### src/rtl/pwm_ctrl_pkg.sv
// Shared types and helpers for the PWM fade sequencer.
package pwm_ctrl_pkg;

  typedef enum logic [2:0] {
    S_IDLE,
    S_RISE,
    S_HOLD_HIGH,
    S_FALL,
    S_HOLD_LOW
  } fade_state_t;

  // A rate of zero would never advance the ramp, so it behaves like one.
  function automatic logic [31:0] eff_rate(input logic [31:0] rate);
    return (rate == 32'd0) ? 32'd1 : rate;
  endfunction

endpackage

### src/rtl/pwm_period_tracker.sv
// Tracks the pwm step counter and flags the last step of each PWM period.
module pwm_period_tracker #(
  parameter int N = 4
) (
  input  logic clk,
  input  logic rst,
  input  logic ena,
  input  logic step,
  output logic boundary
);

  logic [N-1:0] step_cnt;

  // Free-running step counter, mirrors the pwm block's own counter.
  always_ff @(posedge clk) begin
    if (rst)
      step_cnt <= '0;
    else if (ena && step)
      step_cnt <= step_cnt + 1'b1;
  end

  assign boundary = ena && step && (step_cnt == {N{1'b1}});

endmodule

### src/rtl/pwm_fade_controller.sv
// Breathing-waveform sequencer: ramps pwm duty up, holds, ramps down, holds,
// updating duty only on PWM period boundaries.
module pwm_fade_controller
  import pwm_ctrl_pkg::*;
#(
  parameter int N      = 4,
  parameter int RATE_W = 8,
  parameter int HOLD_W = 8
) (
  input  logic              clk,
  input  logic              rst,
  input  logic              ena,
  input  logic              step,
  input  logic              start,
  input  logic              stop,
  input  logic              continuous,
  input  logic [RATE_W-1:0] rate,
  input  logic [HOLD_W-1:0] hold_high,
  input  logic [HOLD_W-1:0] hold_low,
  output logic [N-1:0]      duty,
  output logic              busy,
  output logic              cycle_done
);

  localparam logic [N-1:0] DUTY_MAX = '1;

  fade_state_t       state_q, state_d;
  logic [N-1:0]      duty_d;
  logic [RATE_W-1:0] rate_cnt_q, rate_cnt_d;
  logic [HOLD_W-1:0] hold_cnt_q, hold_cnt_d;
  logic              stop_pend_q, stop_pend_d;
  logic              done_d;

  // Configuration shadow, captured at start
  logic              cont_q, cont_d;
  logic [RATE_W-1:0] rate_q, rate_d;
  logic [HOLD_W-1:0] hh_q, hh_d;
  logic [HOLD_W-1:0] hl_q, hl_d;

  logic              boundary;
  logic              end_cycle;
  logic [RATE_W-1:0] rate_last;

  pwm_period_tracker #(.N(N)) u_tracker (
    .clk      (clk),
    .rst      (rst),
    .ena      (ena),
    .step     (step),
    .boundary (boundary)
  );

  assign rate_last = RATE_W'(eff_rate(32'(rate_q)) - 32'd1);
  assign busy      = (state_q != S_IDLE);

  // State and datapath registers; ena low freezes everything.
  always_ff @(posedge clk) begin
    if (rst) begin
      state_q     <= S_IDLE;
      duty        <= '0;
      rate_cnt_q  <= '0;
      hold_cnt_q  <= '0;
      stop_pend_q <= 1'b0;
      cont_q      <= 1'b0;
      rate_q      <= '0;
      hh_q        <= '0;
      hl_q        <= '0;
      cycle_done  <= 1'b0;
    end else begin
      // done_d can only rise on a boundary, which already implies ena
      cycle_done <= done_d;
      if (ena) begin
        state_q     <= state_d;
        duty        <= duty_d;
        rate_cnt_q  <= rate_cnt_d;
        hold_cnt_q  <= hold_cnt_d;
        stop_pend_q <= stop_pend_d;
        cont_q      <= cont_d;
        rate_q      <= rate_d;
        hh_q        <= hh_d;
        hl_q        <= hl_d;
      end
    end
  end

  // Next-state and datapath decode.
  always_comb begin
    state_d     = state_q;
    duty_d      = duty;
    rate_cnt_d  = rate_cnt_q;
    hold_cnt_d  = hold_cnt_q;
    stop_pend_d = stop_pend_q;
    cont_d      = cont_q;
    rate_d      = rate_q;
    hh_d        = hh_q;
    hl_d        = hl_q;
    done_d      = 1'b0;
    end_cycle   = 1'b0;

    // Stop only ever ends things at a cycle boundary, never mid-ramp
    if (stop && state_q != S_IDLE)
      stop_pend_d = 1'b1;

    case (state_q)
      S_IDLE: begin
        duty_d = '0;
        if (start) begin
          state_d     = S_RISE;
          rate_cnt_d  = '0;
          stop_pend_d = 1'b0;
          cont_d      = continuous;
          rate_d      = rate;
          hh_d        = hold_high;
          hl_d        = hold_low;
        end
      end

      S_RISE: if (boundary) begin
        if (rate_cnt_q == rate_last) begin
          rate_cnt_d = '0;
          duty_d     = duty + 1'b1;
          if (duty == DUTY_MAX - 1'b1) begin
            hold_cnt_d = '0;
            state_d    = (hh_q == '0) ? S_FALL : S_HOLD_HIGH;
          end
        end else begin
          rate_cnt_d = rate_cnt_q + 1'b1;
        end
      end

      S_HOLD_HIGH: if (boundary) begin
        if (hold_cnt_q == hh_q - HOLD_W'(1)) begin
          state_d    = S_FALL;
          rate_cnt_d = '0;
        end else begin
          hold_cnt_d = hold_cnt_q + 1'b1;
        end
      end

      S_FALL: if (boundary) begin
        if (rate_cnt_q == rate_last) begin
          rate_cnt_d = '0;
          duty_d     = duty - 1'b1;
          if (duty == N'(1)) begin
            hold_cnt_d = '0;
            if (hl_q == '0)
              end_cycle = 1'b1;
            else
              state_d = S_HOLD_LOW;
          end
        end else begin
          rate_cnt_d = rate_cnt_q + 1'b1;
        end
      end

      S_HOLD_LOW: if (boundary) begin
        if (hold_cnt_q == hl_q - HOLD_W'(1))
          end_cycle = 1'b1;
        else
          hold_cnt_d = hold_cnt_q + 1'b1;
      end

      default: state_d = S_IDLE;
    endcase

    // Cycle complete: loop again or retire to IDLE
    if (end_cycle) begin
      done_d      = 1'b1;
      rate_cnt_d  = '0;
      stop_pend_d = 1'b0;
      if (cont_q && !(stop_pend_q || stop))
        state_d = S_RISE;
      else
        state_d = S_IDLE;
    end
  end

endmodule

### config.mk
export PLATFORM = sky130hd
export DESIGN_NAME = pwm_fade_controller
export DESIGN_NICKNAME = d
export VERILOG_FILES = /design/src/rtl/pwm_ctrl_pkg.sv /design/src/rtl/pwm_period_tracker.sv /design/src/rtl/pwm_fade_controller.sv
export SDC_FILE = /design/constraint.sdc
export NUM_CORES = 1
export LEC_CHECK = 0
export CAP_MARGIN = 25
export CORE_MARGIN = 2
export CORE_UTILIZATION = 50
export DETAILED_ROUTE_END_ITERATION = 16
export PLACE_DENSITY = 0.72
export REMOVE_ABC_BUFFERS = 1
export SLEW_MARGIN = 0
export SYNTH_ARGS = -nofsm -noshare
export SYNTH_HDL_FRONTEND = slang
export SYNTH_SLANG_ARGS = --single-unit
### constraint.sdc
create_clock -name clk -period 5.13 [get_ports clk]
set_input_delay 0.513 -clock clk [delete_from_list [all_inputs] [get_ports clk]]
set_output_delay 0.513 -clock clk [all_outputs]
set_load 0.05 [all_outputs]
**Word level (Yosys, flattened, before mapping)**

Cells that the tools add are included.

- Flip-flop bits (word level): 54
- Logic and storage cells: 121

- $add $sub $neg: 8
- Equal/unequal tests: 32
- Muxes and demuxes: 50
- Reduce and logical (&&, ||, !) cells: 20

Operators by type and width:

| cell | count |
|---|---|
| two-way mux 8 bit | 17 |
| two-way mux 3 bit | 11 |
| case mux 8 bit (4 select lines) | 1 |
| inequality test 3 bit, second input constant | 10 |
| equality test 8 bit | 3 |
| zero test 8 bit | 3 |
| case mux 8 bit (3 select lines) | 1 |
| AND reduction 12 bit | 2 |
| subtractor 8 x 1 -> 8 bit, second input constant | 3 |
| inequality test 2 bit, second input constant | 11 |
| adder 8 x 1 -> 8 bit, second input constant | 2 |
| two-way mux 4 bit | 4 |
| case mux 3 bit (5 select lines) | 1 |
| two-way mux 1 bit | 13 |
| case mux 4 bit (3 select lines) | 1 |
| AND reduction 6 bit | 2 |
| adder 4 x 1 -> 4 bit, second input constant | 2 |
| equality test 4 bit, second input constant | 2 |
| nonzero test 4 bit | 2 |
| equality test 3 x 2 -> 1 bit, second input constant | 2 |
| nonzero test 3 bit | 2 |
| equality test 4 x 1 -> 1 bit, second input constant | 1 |
| logical AND 1 bit | 4 |
| subtractor 4 x 1 -> 4 bit, second input constant | 1 |
| 9 further kinds | 9 |

**Depth between registers and ports, before layout**

- Word-level depth: 9
- Depth in mapped cells: 15
- Depth with buffers taken out: 13

**Modules after synthesis**

A second synthesis with hierarchy kept.

- Cells, all modules: 456
- Area, all modules: 3,519.6 µm²

Modules (own cells, without submodules):

| module | instances | cells each | area an instance (µm²) | seq. area each (µm²) |
|---|---|---|---|---|
| pwm_fade_controller | 1 | 436 | 3,330.7 | 1,001.0 |
| pwm_period_tracker | 1 | 20 | 188.9 | 80.1 |

**Least setup slack after synthesis**

OpenSTA, ideal clock, no wires.

- Path kind: reg-to-reg
- From: register rate_q[2]
- To: register hold_cnt_q[6]
- Library setup time: 0.070 ns
- Data arrival time: 3.378 ns
- Required time: 5.060 ns
- Slack: 1.683 ns
- Cell stages (with the launch flop): 16
- Buffers on the path: 2
- Cells stage by stage: dfxtp_1 > or4_1 > buf_2 > nor4_1 > nor2_1 > ha_1 > o21ba_2 > a221oi_1 > a41oi_1 > a21oi_2 > nand3_2 > or2_1 > buf_6 > a21o_1 > or3_1 > a21oi_1

- Word-level cells in the longest chain between the ends: 6
- Elaborated cells between the ends (all ways): 7
- Classes of those cells: add/sub: 1; eq/ne: 3; mux: 1; reduce/logical: 2

Ends and longest elaborated chain:

| what | line | RTL |
|---|---|---|
| from (decl) | pwm_fade_controller.sv:36 | `logic [RATE_W-1:0] rate_q, rate_d;` |
| from (signal assigned) | pwm_fade_controller.sv:78 | `rate_q <= rate_d;` |
| zero test 8 bit | pwm_ctrl_pkg.sv:14 | `return (rate == 32'd0) ? 32'd1 : rate;` |
| two-way mux 8 bit (*) | pwm_ctrl_pkg.sv:14 |  |
| subtractor 8 x 1 -> 8 bit (*) | pwm_fade_controller.sv:52 | `assign rate_last = RATE_W'(eff_rate(32'(rate_q)) - 32'd1);` |
| equality test 8 bit (*) | pwm_fade_controller.sv:118, pwm_fade_controller.sv:140 |  |
| inequality test 2 bit (no line) | n/a |  |
| AND reduction 12 bit (no line) (*) | n/a |  |
| to (signal assigned) | pwm_fade_controller.sv:75 | `hold_cnt_q <= hold_cnt_d;` |
| to (decl) | pwm_fade_controller.sv:30 | `logic [HOLD_W-1:0] hold_cnt_q, hold_cnt_d;` |

Every way passes the cells marked *; elsewhere a longest branch is shown, timed or not.
A chain may end at the register's enable or synchronous reset.

**Worst setup path in the final report**

Same ends and word-level chain as after synthesis.

==> flow_summary.json <==
{
  "postCtsSetupBuffers": 0,
  "dr.max_layer_used": "met4",
  "ys_seq_area_share_pct": 31.03,
  "hold_depth": 2,
  "yosysMostFrequentCell": "nand2_1",
  "die_w_um": 87.47,
  "drt_first_pass_iters": 4,
  "cp-endpoint": "hold_cnt_q[6]",
  "hp-start": "cont_q",
  "placed_area_sq_um": 3841,
  "rows": 30,
  "netlist_top_cells_count": "nand2_1, a21oi_1, dfxtp_1, nor2_1, o21ai_0",
  "synth.area.top_cells": "dfxtp_1, nand2_1, a21oi_1",
  "grt_pass1_wl_um": 14150,
  "slowest_stage": "or4_1",
  "die_h_um": 87.47,
  "crit_cells": 13,
  "nNetsFinal": 533,
  "cp-start-kind": "flip-flop",
  "syn_area_sq_um": 3483,
  "skew_ns": 0.003856,
  "critical_path_arrival_ns": 4.05,
  "cts_buffers": 5,
  "multi_input_area_sq_um": 2225,
  "ir_worst_vdd_uv": 125.6,
  "cp_top_family": "simple AND/OR/NAND/NOR gates",
  "fin_area_sq_um": 3965,
  "relSlewSlack_pct": 41.97,
  "gp_congestion": 0.8761,
  "synth.top_cell.area_share_pct": 31.03,
  "path_max_fanout": 8,
  "drt-vias-per-instance": 5.904,
  "fmax_ghz": 0.2628,
  "grt_pass1_vias": 3182,
  "cts_tree": "yes",
  "synth_edf_count": 0,
  "period_minus_slack_ns": 3.806,
  "async_flop_share_pct": 0,
  "cts-root-buf": "clkbuf_8",
  "setup_violations": 0,
  "clk_pin_slew_ns": 0.10,
  "wl_met2_um": 4002,
  "synthFlopType": "dfxtp_1",
  "status": "finished, final reports clean",
  "start_util_pct": 51.56,
  "htreeDepth": 2,
  "power_uw": 922.5,
  "tns_ns": 0,
  "drive_above_1_share_pct": 4.684,
  "worstHoldPathType": "flip-flop to flip-flop",
  "r2r_end": "hold_cnt_q[6]",
  "drt-initial-drc-count": 206,
  "finalWirelength_um": 8238,
  "hold_viol_final": 0,
  "end_kind": "flip-flop",
  "track_usage_pct": 22.57,
  "synth_cell_types": 60,
  "path_cells": "or4_1 -> nor4_1 -> nor2_1 -> ha_1 -> o21ba_2 -> a221oi_1 -> a41oi_1 -> a21oi_2 -> nand3_2 -> or2_1 -> a21o_1 -> or3_1 -> a21oi_1",
  "wl_met1_um": 3870,
  "period_share_pct": 74.19,
  "final-seq-area_sq_um": 1081,
  "core_sq_um": 6756,
  "drc": 0,
  "rsz0062_at_grt": "no",
  "worstReg2RegStart": "rate_q[2]",
  "grt_max_degree": 50,
  "ys_seq_elements": 54,
  "tightest_slew_ns": 0.8705,
  "max_stage_delay_ns": 0.62,
  "cts_buffer_depth": 2,
  "crit_type": "flip-flop to flip-flop",
  "clock_sinks": 54,
  "fillers": 657,
  "power_density_nw_per_um2": 232.7,
  "port_buffers": 36,
  "cp_num_buf_inv": 0,
  "avgSynthCellArea_sq_um": 7.364,
  "num_io_pins": 37,
  "diodes": 0,
  "wl_per_cell_um": 14.43,
  "r2r_slack_ns": 1.32,
  "fp.dieArea_sq_um": 7650,
  "dpl.hpwl_um": 5913,
  "required_ns": 5.37,
  "synth_warnings": 0,
  "maxSlewViolCount": 0,
  "worst_slack_ns": 1.324,
  "synthCells": 473,
  "area_growth_syn_to_layout_pct": 13.83,
  "p_leak_uw": 0.001484,
  "drtAntennaViolNets": 0,
  "dr_wl_met3_um": 299,
  "reg2regPathDepth": 13,
  "insertion_delay_ns": 0.30,
  "fin_util_pct": 58.69,
  "holdBufCountCts": 0,
  "num_vias": 3371,
  "cts.repair.resized": 0,
  "synth_top_area_cell": "dfxtp_1",
  "place_worst_setup_slack_ns": 1.386,
  "crit_start": "rate_q[2]",
  "grt_overflow": 0,
  "maxCapViolations": 0,
  "antenna_found_initial": 0
}
[flip-flops by register name, indices dropped and copies added, names as in the netlist]
register            cells
state_q                 3
duty                    4
cont_q                  1
cycle_done              1
hl_q                    8
stop_pend_q             1
rate_cnt_q              8
hh_q                    8
rate_q                  8
hold_cnt_q              8
u_tracker.step_cnt      4
[final cells by class]
cell class,count,area share [%]
clock inverter,1,0.7573
timing repair buffer,38,9.561
multi-input combinational,374,56.11
sequential,54,27.26
inverter,18,1.704
tap,80,2.524
clock buffer,6,2.083
[cells by family (layout without fill, tap and decap cells)]
logic type	Yosys count	in the layout	share of synthesized area (%)
AO/OA/AOI/OAI	127	127	22.59
XOR/XNOR	24	24	6.034
adder cells (fa/ha/maj)	11	11	3.951
buffers and inverters	45	63	5.100
flip-flops	54	54	31.03
multiplexers	6	6	1.760
AND/OR/NAND/NOR	206	206	29.53
[layer usage]
metal	up-vias	global-route usage (%)
met2	69	39.26
met5	-	0
met4	0	6.154
met1	1576	29.08
met3	6	3.128
li1	1720	-
[power by group]
| part | internal (uW) | switching [uW] | total, uW |
|---|---|---|---|
| clock | 156 | 139 | 296 |
| combinational | 78.7 | 98.8 | 177 |
| sequential | 431 | 18.1 | 449 |
| total | 666 | 256 | 923 |
[cells in the final DEF, fill, tap and decap left out, types with 4 or more instances in the layout]
| cell | n |
|---|---|
| nor3_1 | 12 |
| clkdlybuf4s50_1 | 36 |
| nor4_1 | 8 |
| ha_1 | 11 |
| and3_1 | 10 |
| nor3b_1 | 4 |
| a31oi_1 | 7 |
| inv_1 | 18 |
| a211oi_1 | 6 |
| or3_1 | 6 |
| nand3_1 | 15 |
| xor2_1 | 14 |
| nand4_1 | 6 |
| a21oi_1 | 54 |
| dfxtp_1 | 54 |
| nor2_1 | 32 |
| clkbuf_8 | 6 |
| mux2i_1 | 5 |
| nand3b_1 | 5 |
| xnor2_1 | 10 |
| or4_1 | 5 |
| o21ai_0 | 25 |
| nand2_1 | 80 |
[worst min-delay path by stage]
stage                        end  slack [ns]
after floorplan           cont_q        0.43
after detailed placement  cont_q        0.46
after global placement    cont_q        0.46
after global routing      cont_q        0.50
final                     cont_q        0.47
after CTS                 cont_q        0.48
[metrics by stage]
step,instances,hold slack [ns]
global route,571,0.4978
CTS,570,0.4757
detailed placement,563,0.4617
floorplan,446,0.4305
global placement,563,0.4586
finish,571,0.4705
[worst reg2reg max path: cells and delay by family (launching register included)]
family          cells  cell delay (ns)
fa+ha+maj           1             0.27
flops               1             0.38
compound gates      6             1.18
simple gates        6             1.91
(Power assumes the default switching activity.)
